File: src/rtl/aes128_sbox_arbiter.sv
// aes128_sbox_arbiter
// -------------------
// Shares one single-port S-box LUT between the key-expansion engine (KX) and
// the sub-bytes engine (SB). At most one byte lookup is granted per cycle,
// round-robin between the two ports. A tag pipeline as deep as the LUT latency
// remembers who issued each lookup, so each result goes back to its requester.
//
// Optional feature (macro AES128_SBOX_ARB_LOCK_EN):
//   KX may hold kx_lock_i high to keep the LUT for a contiguous burst, such as
//   the four bytes of a SubWord. Without the macro kx_lock_i is ignored and
//   arbitration is pure round-robin.
//
// Parameters:
//   SBOX_LAT      cycles from sbox_en_o/sbox_addr_o to a valid sbox_data_i (1..3)
//
// Ports:
//   clk_i, rst_n_i            clock, asynchronous active-low reset
//   flush_i                   synchronous abort: drops in-flight lookups and the lock
//   kx_req_i/kx_byte_i        KX lookup request and byte to substitute
//   kx_lock_i                 KX burst lock hint (lock feature only)
//   kx_gnt_o                  KX request accepted this cycle
//   kx_rsp_valid_o/_data_o    KX result
//   sb_req_i/sb_byte_i        SB lookup request and byte to substitute
//   sb_gnt_o                  SB request accepted this cycle
//   sb_rsp_valid_o/_data_o    SB result
//   sbox_en_o/sbox_addr_o     LUT lookup strobe and address
//   sbox_data_i               LUT result, SBOX_LAT cycles after the strobe
//   busy_o                    at least one lookup in flight
//
// Handshake: the requester raises req with a stable byte and holds both until
// gnt. gnt is combinational from req, the round-robin pointer and the lock
// state. A lookup transfers in a cycle where req and gnt are both high. There
// is no backpressure on the response side: rsp_valid is a single-cycle pulse
// exactly SBOX_LAT cycles after the grant.
module aes128_sbox_arbiter #(
  parameter int SBOX_LAT = 1
) (
  input  logic       clk_i,
  input  logic       rst_n_i,
  input  logic       flush_i,
  input  logic       kx_req_i,
  input  logic [7:0] kx_byte_i,
  input  logic       kx_lock_i,
  output logic       kx_gnt_o,
  output logic       kx_rsp_valid_o,
  output logic [7:0] kx_rsp_data_o,
  input  logic       sb_req_i,
  input  logic [7:0] sb_byte_i,
  output logic       sb_gnt_o,
  output logic       sb_rsp_valid_o,
  output logic [7:0] sb_rsp_data_o,
  output logic       sbox_en_o,
  output logic [7:0] sbox_addr_o,
  input  logic [7:0] sbox_data_i,
  output logic       busy_o
);

  // Requester id carried through the tag pipeline: 0 = KX, 1 = SB.
  localparam logic ID_KX = 1'b0;
  localparam logic ID_SB = 1'b1;

  logic                rr_last;   // port that won the most recent grant
  logic                locked;    // KX currently owns the LUT
  logic [SBOX_LAT-1:0] pipe_vld;
  logic [SBOX_LAT-1:0] pipe_id;
  logic                tail_vld;
  logic                tail_id;

`ifdef AES128_SBOX_ARB_LOCK_EN
  typedef enum logic {
    ST_ARB     = 1'b0,
    ST_LOCK_KX = 1'b1
  } lock_state_t;

  lock_state_t lock_state;
  lock_state_t lock_state_nxt;

  always_ff @(posedge clk_i or negedge rst_n_i) begin
    if (!rst_n_i) begin
      lock_state <= ST_ARB;
    end else begin
      lock_state <= lock_state_nxt;
    end
  end

  // Every KX grant re-samples the hint, so the last byte of a burst (lock=0)
  // hands the LUT back to round-robin in the same edge that accepts it.
  always_comb begin
    lock_state_nxt = lock_state;
    if (flush_i) begin
      lock_state_nxt = ST_ARB;
    end else if (kx_gnt_o) begin
      lock_state_nxt = kx_lock_i ? ST_LOCK_KX : ST_ARB;
    end
  end

  assign locked = (lock_state == ST_LOCK_KX);
`else
  logic unused_lock;
  assign unused_lock = kx_lock_i;
  assign locked      = 1'b0;
`endif

  // Grants are suppressed while reset is low and in a flush cycle, so a
  // request that coincides with either is simply not accepted.
  always_comb begin
    kx_gnt_o = 1'b0;
    sb_gnt_o = 1'b0;
    if (rst_n_i && !flush_i) begin
      if (locked) begin
        kx_gnt_o = kx_req_i;
      end else if (kx_req_i && sb_req_i) begin
        if (rr_last == ID_SB) begin
          kx_gnt_o = 1'b1;
        end else begin
          sb_gnt_o = 1'b1;
        end
      end else begin
        kx_gnt_o = kx_req_i;
        sb_gnt_o = sb_req_i;
      end
    end
  end

  assign sbox_en_o   = kx_gnt_o | sb_gnt_o;
  assign sbox_addr_o = kx_gnt_o ? kx_byte_i :
                       sb_gnt_o ? sb_byte_i : 8'h00;

  // Reset value SB makes KX win the first tie.
  always_ff @(posedge clk_i or negedge rst_n_i) begin
    if (!rst_n_i) begin
      rr_last <= ID_SB;
    end else if (kx_gnt_o) begin
      rr_last <= ID_KX;
    end else if (sb_gnt_o) begin
      rr_last <= ID_SB;
    end
  end

  // Stage 0 is loaded by the grant; the last stage lines up with the cycle in
  // which the LUT presents the matching result.
  always_ff @(posedge clk_i or negedge rst_n_i) begin
    if (!rst_n_i) begin
      pipe_vld <= '0;
      pipe_id  <= '0;
    end else if (flush_i) begin
      pipe_vld <= '0;
    end else begin
      pipe_vld[0] <= sbox_en_o;
      pipe_id[0]  <= sb_gnt_o;
      for (int i = 1; i < SBOX_LAT; i++) begin
        pipe_vld[i] <= pipe_vld[i-1];
        pipe_id[i]  <= pipe_id[i-1];
      end
    end
  end

  assign tail_vld = pipe_vld[SBOX_LAT-1];
  assign tail_id  = pipe_id[SBOX_LAT-1];

  assign kx_rsp_valid_o = tail_vld && (tail_id == ID_KX);
  assign sb_rsp_valid_o = tail_vld && (tail_id == ID_SB);
  assign kx_rsp_data_o  = kx_rsp_valid_o ? sbox_data_i : 8'h00;
  assign sb_rsp_data_o  = sb_rsp_valid_o ? sbox_data_i : 8'h00;

  assign busy_o = |pipe_vld;

endmodule

File: config.mk
export PLATFORM = sky130hd
export DESIGN_NAME = aes128_sbox_arbiter
export DESIGN_NICKNAME = d
export VERILOG_FILES = /design/src/rtl/aes128_sbox_arbiter.sv
export SDC_FILE = /design/constraint.sdc
export NUM_CORES = 1
export LEC_CHECK = 0
export ABC_AREA = 1
export BUFFER_PORTS_ARGS = -buffer_cell sky130_fd_sc_hd__buf_2
export CELL_PAD_IN_SITES_DETAIL_PLACEMENT = 1
export CELL_PAD_IN_SITES_GLOBAL_PLACEMENT = 1
export CORE_AREA = 3 3 62 50
export DETAILED_ROUTE_END_ITERATION = 7
export DIE_AREA = 0 0 65 53
export PLACE_DENSITY = 0.84
export SETUP_SLACK_MARGIN = 0.02
export SYNTH_ARGS = -nofsm -noshare
export SYNTH_HDL_FRONTEND = slang
export SYNTH_SLANG_ARGS = --single-unit
export TNS_END_PERCENT = 10
File: constraint.sdc
create_clock -name clk_i -period 2.7 [get_ports clk_i]
set_clock_uncertainty 0.05 [all_clocks]
set_input_delay 0.81 -clock clk_i [delete_from_list [all_inputs] [get_ports clk_i]]
set_output_delay 0.81 -clock clk_i [all_outputs]
set_load 0.02 [all_outputs]
==> flow_metrics.env <==
export IMPL_routedWlPerCell_um=12.02
export IMPL_power_per_cell_area_mw_per_mm2=323.3
export IMPL_synth_top_cells_by_area="nand4_1, nor2_1, inv_1, nand2_1, dfrtp_1"
export IMPL_yosys_warnings=0
export IMPL_crit_fanout=12
export IMPL_synth_adder_area_share_pct=0
export IMPL_clk_latency_ns=0.24
export IMPL_clockPowerShare_pct=32.2
export IMPL_grtUsageMet1_pct=11.87
export IMPL_cts_max_level=1
export IMPL_r2r_cells=3
export IMPL_intPower_w=0.0001490
export IMPL_wl_mm=2.068
export IMPL_synth_compound_area_share_pct=2.388
export IMPL_grt_max_degree=18
export IMPL_async_reset_ff_share_pct=100.0
export IMPL_drv_cap=0
export IMPL_synth_mux_area_fraction_pct=0
export IMPL_grt_busiest_layer="met2"
export IMPL_cts_num_sinks=3
export IMPL_clk_pin_slew_ns=0.04
export IMPL_max_slew_margin_pct=80.49
export IMPL_die_h_um=53
export IMPL_slew_violations=0
export IMPL_synth_edff_count=0
export IMPL_fmax_mhz=399.5
export IMPL_met2_usage_pct=19.19
export IMPL_syn_inst=75
export IMPL_end_kind="output pin"
export IMPL_yosysSeqAreaShare_pct=18.21
export IMPL_holdBufCountCts=0
export IMPL_place_congestion=0.6587
export IMPL_diodes=0
export IMPL_core_area_mm2=0.002542
export IMPL_hold_viol=0
export IMPL_antenna_found_initial=0
export IMPL_fp_dieW_um=65
export IMPL_avgSynthCellArea_um2=5.589
export IMPL_synth_xor_area_share_pct=0
export IMPL_portBuffers=58
export IMPL_drive_above_1_share_pct=49.26
export IMPL_num_vias=759
export IMPL_clk_path_buf_depth=2
export IMPL_start_kind="input pin"
export IMPL_final_area_um2=782.0
export IMPL_synthFlopType="dfrtp_1"
export IMPL_num_rows=16
export IMPL_period_minus_slack_ns=2.503
export IMPL_critPathKind="in2out"
export IMPL_p_sw_w=0.0001039
export IMPL_tightest_slew_ns=0.2920
export IMPL_sequentialPowerShare_pct=21.9
export IMPL_startpoint="sb_req_i"
export IMPL_arrival_ns=1.64
export IMPL_syn_area_um2=419.2
export IMPL_drtIter0Drc=18
export IMPL_ys_types=14
export IMPL_ioPinCount=60
export IMPL_hold_path_class="in2async"
export IMPL_timing_rr_end="pipe_id$_DFFE_PN0N_"
export IMPL_dieArea_mm2=0.003445
export IMPL_finalSetupViolCount=0
export IMPL_synth_nets=105
export IMPL_status="complete, no violations"
export IMPL_dpl_hpwl_mm=1.718
export IMPL_synth_common_cells="nand4_1, nor2_1, inv_1, nand2_1, nand3_1"
export IMPL_comb_power_share_pct=45.9
export IMPL_synthToLayoutAreaGrowth_pct=86.57
export IMPL_final_period_utilization_pct=92.71
export IMPL_grt_pass1_wl_mm=2.960
export IMPL_p_leak_nw=0.5565
export IMPL_first_pass_iters=4
export IMPL_worstPathRequired_ns=1.84
export IMPL_grt_setup_unrepaired="false"
export IMPL_gr_usage_all_layers_pct=11.17
export IMPL_grt_pass1_vias=704
export IMPL_grt_use_met3_pct=3.609
export IMPL_yosys_area_share_simple_pct=59.70
export IMPL_ir_drop_mv=0.1044
export IMPL_drtAntennaViolNets=0
export IMPL_overflow=0
export IMPL_cts_root_buf="clkbuf_4"
export IMPL_numCtsBuffers=3
export IMPL_postPlaceCellArea_um2=735.7
export IMPL_cts_tree="done"
export IMPL_rrSetupSlack_ns=1.55
export IMPL_r2r_start="rr_last$_DFFE_PN1P_"
export IMPL_synth_seq_cells=3
export IMPL_cts_resized=0
export IMPL_synth_top_area_cell="nand4_1"
export IMPL_yosysTopAreaCellShare_pct=23.88
export IMPL_synth_top_family_by_area="simple AND/OR/NAND/NOR gates"
export IMPL_nNetsFinal=167
export IMPL_routed_via_density=4.413
export IMPL_tns_ns=0
export IMPL_switching_share_pct=41.08
export IMPL_drc_errors=0
export IMPL_fillers=361
export IMPL_initial_core_util_pct=16.49
-- metrics by stage --
| step | cells | util, % | setup WS (ns) | hold slack [ns] | power, W |
|---|---|---|---|---|---|
| 6_report | 172 | 30.76 | 0.1967 | 0.4286 | 0.0002528 |
| 5_1_grt | 172 | 30.76 | 0.1156 | 0.4327 | 0.0002721 |
| 4_1_cts | 171 | 29.97 | 0.1349 | 0.4247 | 0.0002533 |
| 3_5_place_dp | 167 | 28.94 | 0.1400 | 0.4502 | 0.0001690 |
| 3_3_place_gp | 167 | 28.94 | 0.1809 | 0.4385 | 0.0001652 |
| 2_1_floorplan | 75 | - | 0.4041 | 0.4267 | 0.0001207 |
-- cell families after synthesis --
group / after synthesis
and+or+nand+nor: 52
buffers and inverters: 18
AOI/OAI and AO/OA: 2
DFF: 3
-- area by class of cell --
cell class	count	area [um2]	area share (%)
well taps	36	45.04	5.760
repair buffers	60	317.8	40.64
multi-input cells	54	260.3	33.28
inverters	15	56.30	7.200
clock buffers	4	26.28	3.360
flip-flops and latches	3	76.32	9.760
-- per-layer routing --
metal	share of wire, %	vias up
met4	1.1	0
met5	0	-
met2	47	40
met1	40	349
met3	12	2
li1	-	368
-- registers in the layout, indices dropped and copies added (netlist names) --
name and flops:
busy_o 1, rr_last 1, pipe_id 1
-- power by group through the flow --
| stage | clock (W) | combinational, W | sequential (W) |
|---|---|---|---|
| 3_3_place_gp | 0 | 0.000109 | 0.0000557 |
| 5_1_grt | 0.0000879 | 0.000128 | 0.0000566 |
| 6_report | 0.0000815 | 0.000116 | 0.0000553 |
| 4_1_cts | 0.0000846 | 0.000113 | 0.0000554 |
| 2_1_floorplan | 0 | 0.0000643 | 0.0000565 |
| 3_5_place_dp | 0 | 0.000113 | 0.0000560 |
-- placed cells by master, fill, tap and decap left out, drive strengths merged --
master and instances:
buf 60, o21ai 1, nand4 16, dfstp 1, inv 15, a21oi 1, nand2 15, nand3 4
dfrtp 2, clkbuf 4, nor2 17
-- repair_timing --
item | in CTS | in global routing
endpoints found under the hold margin | 0 | 0
endpoints found under the setup margin | 0 | 1
buffers inserted | 0 | 1
-- worst max-delay path, stage by stage --
cell	delay, ns
buf_2	0.21
nand2_1	0.24
nand4_1	0.16
nand2_1	0.06
buf_2	0.16
-- how the worst max path moves through the flow --
| stage | to | slack, ns | cells after the start |
|---|---|---|---|
| 3_5_place_dp | sb_gnt_o | 0.14 | 5 |
| 5_1_grt | sbox_addr_o[0] | 0.12 | 5 |
| 4_1_cts | sb_gnt_o | 0.13 | 5 |
| 6_report | sbox_addr_o[3] | 0.20 | 5 |
| 3_3_place_gp | sb_gnt_o | 0.18 | 5 |
| 2_1_floorplan | kx_gnt_o | 0.40 | 3 |
(Power assumes the default switching activity.)
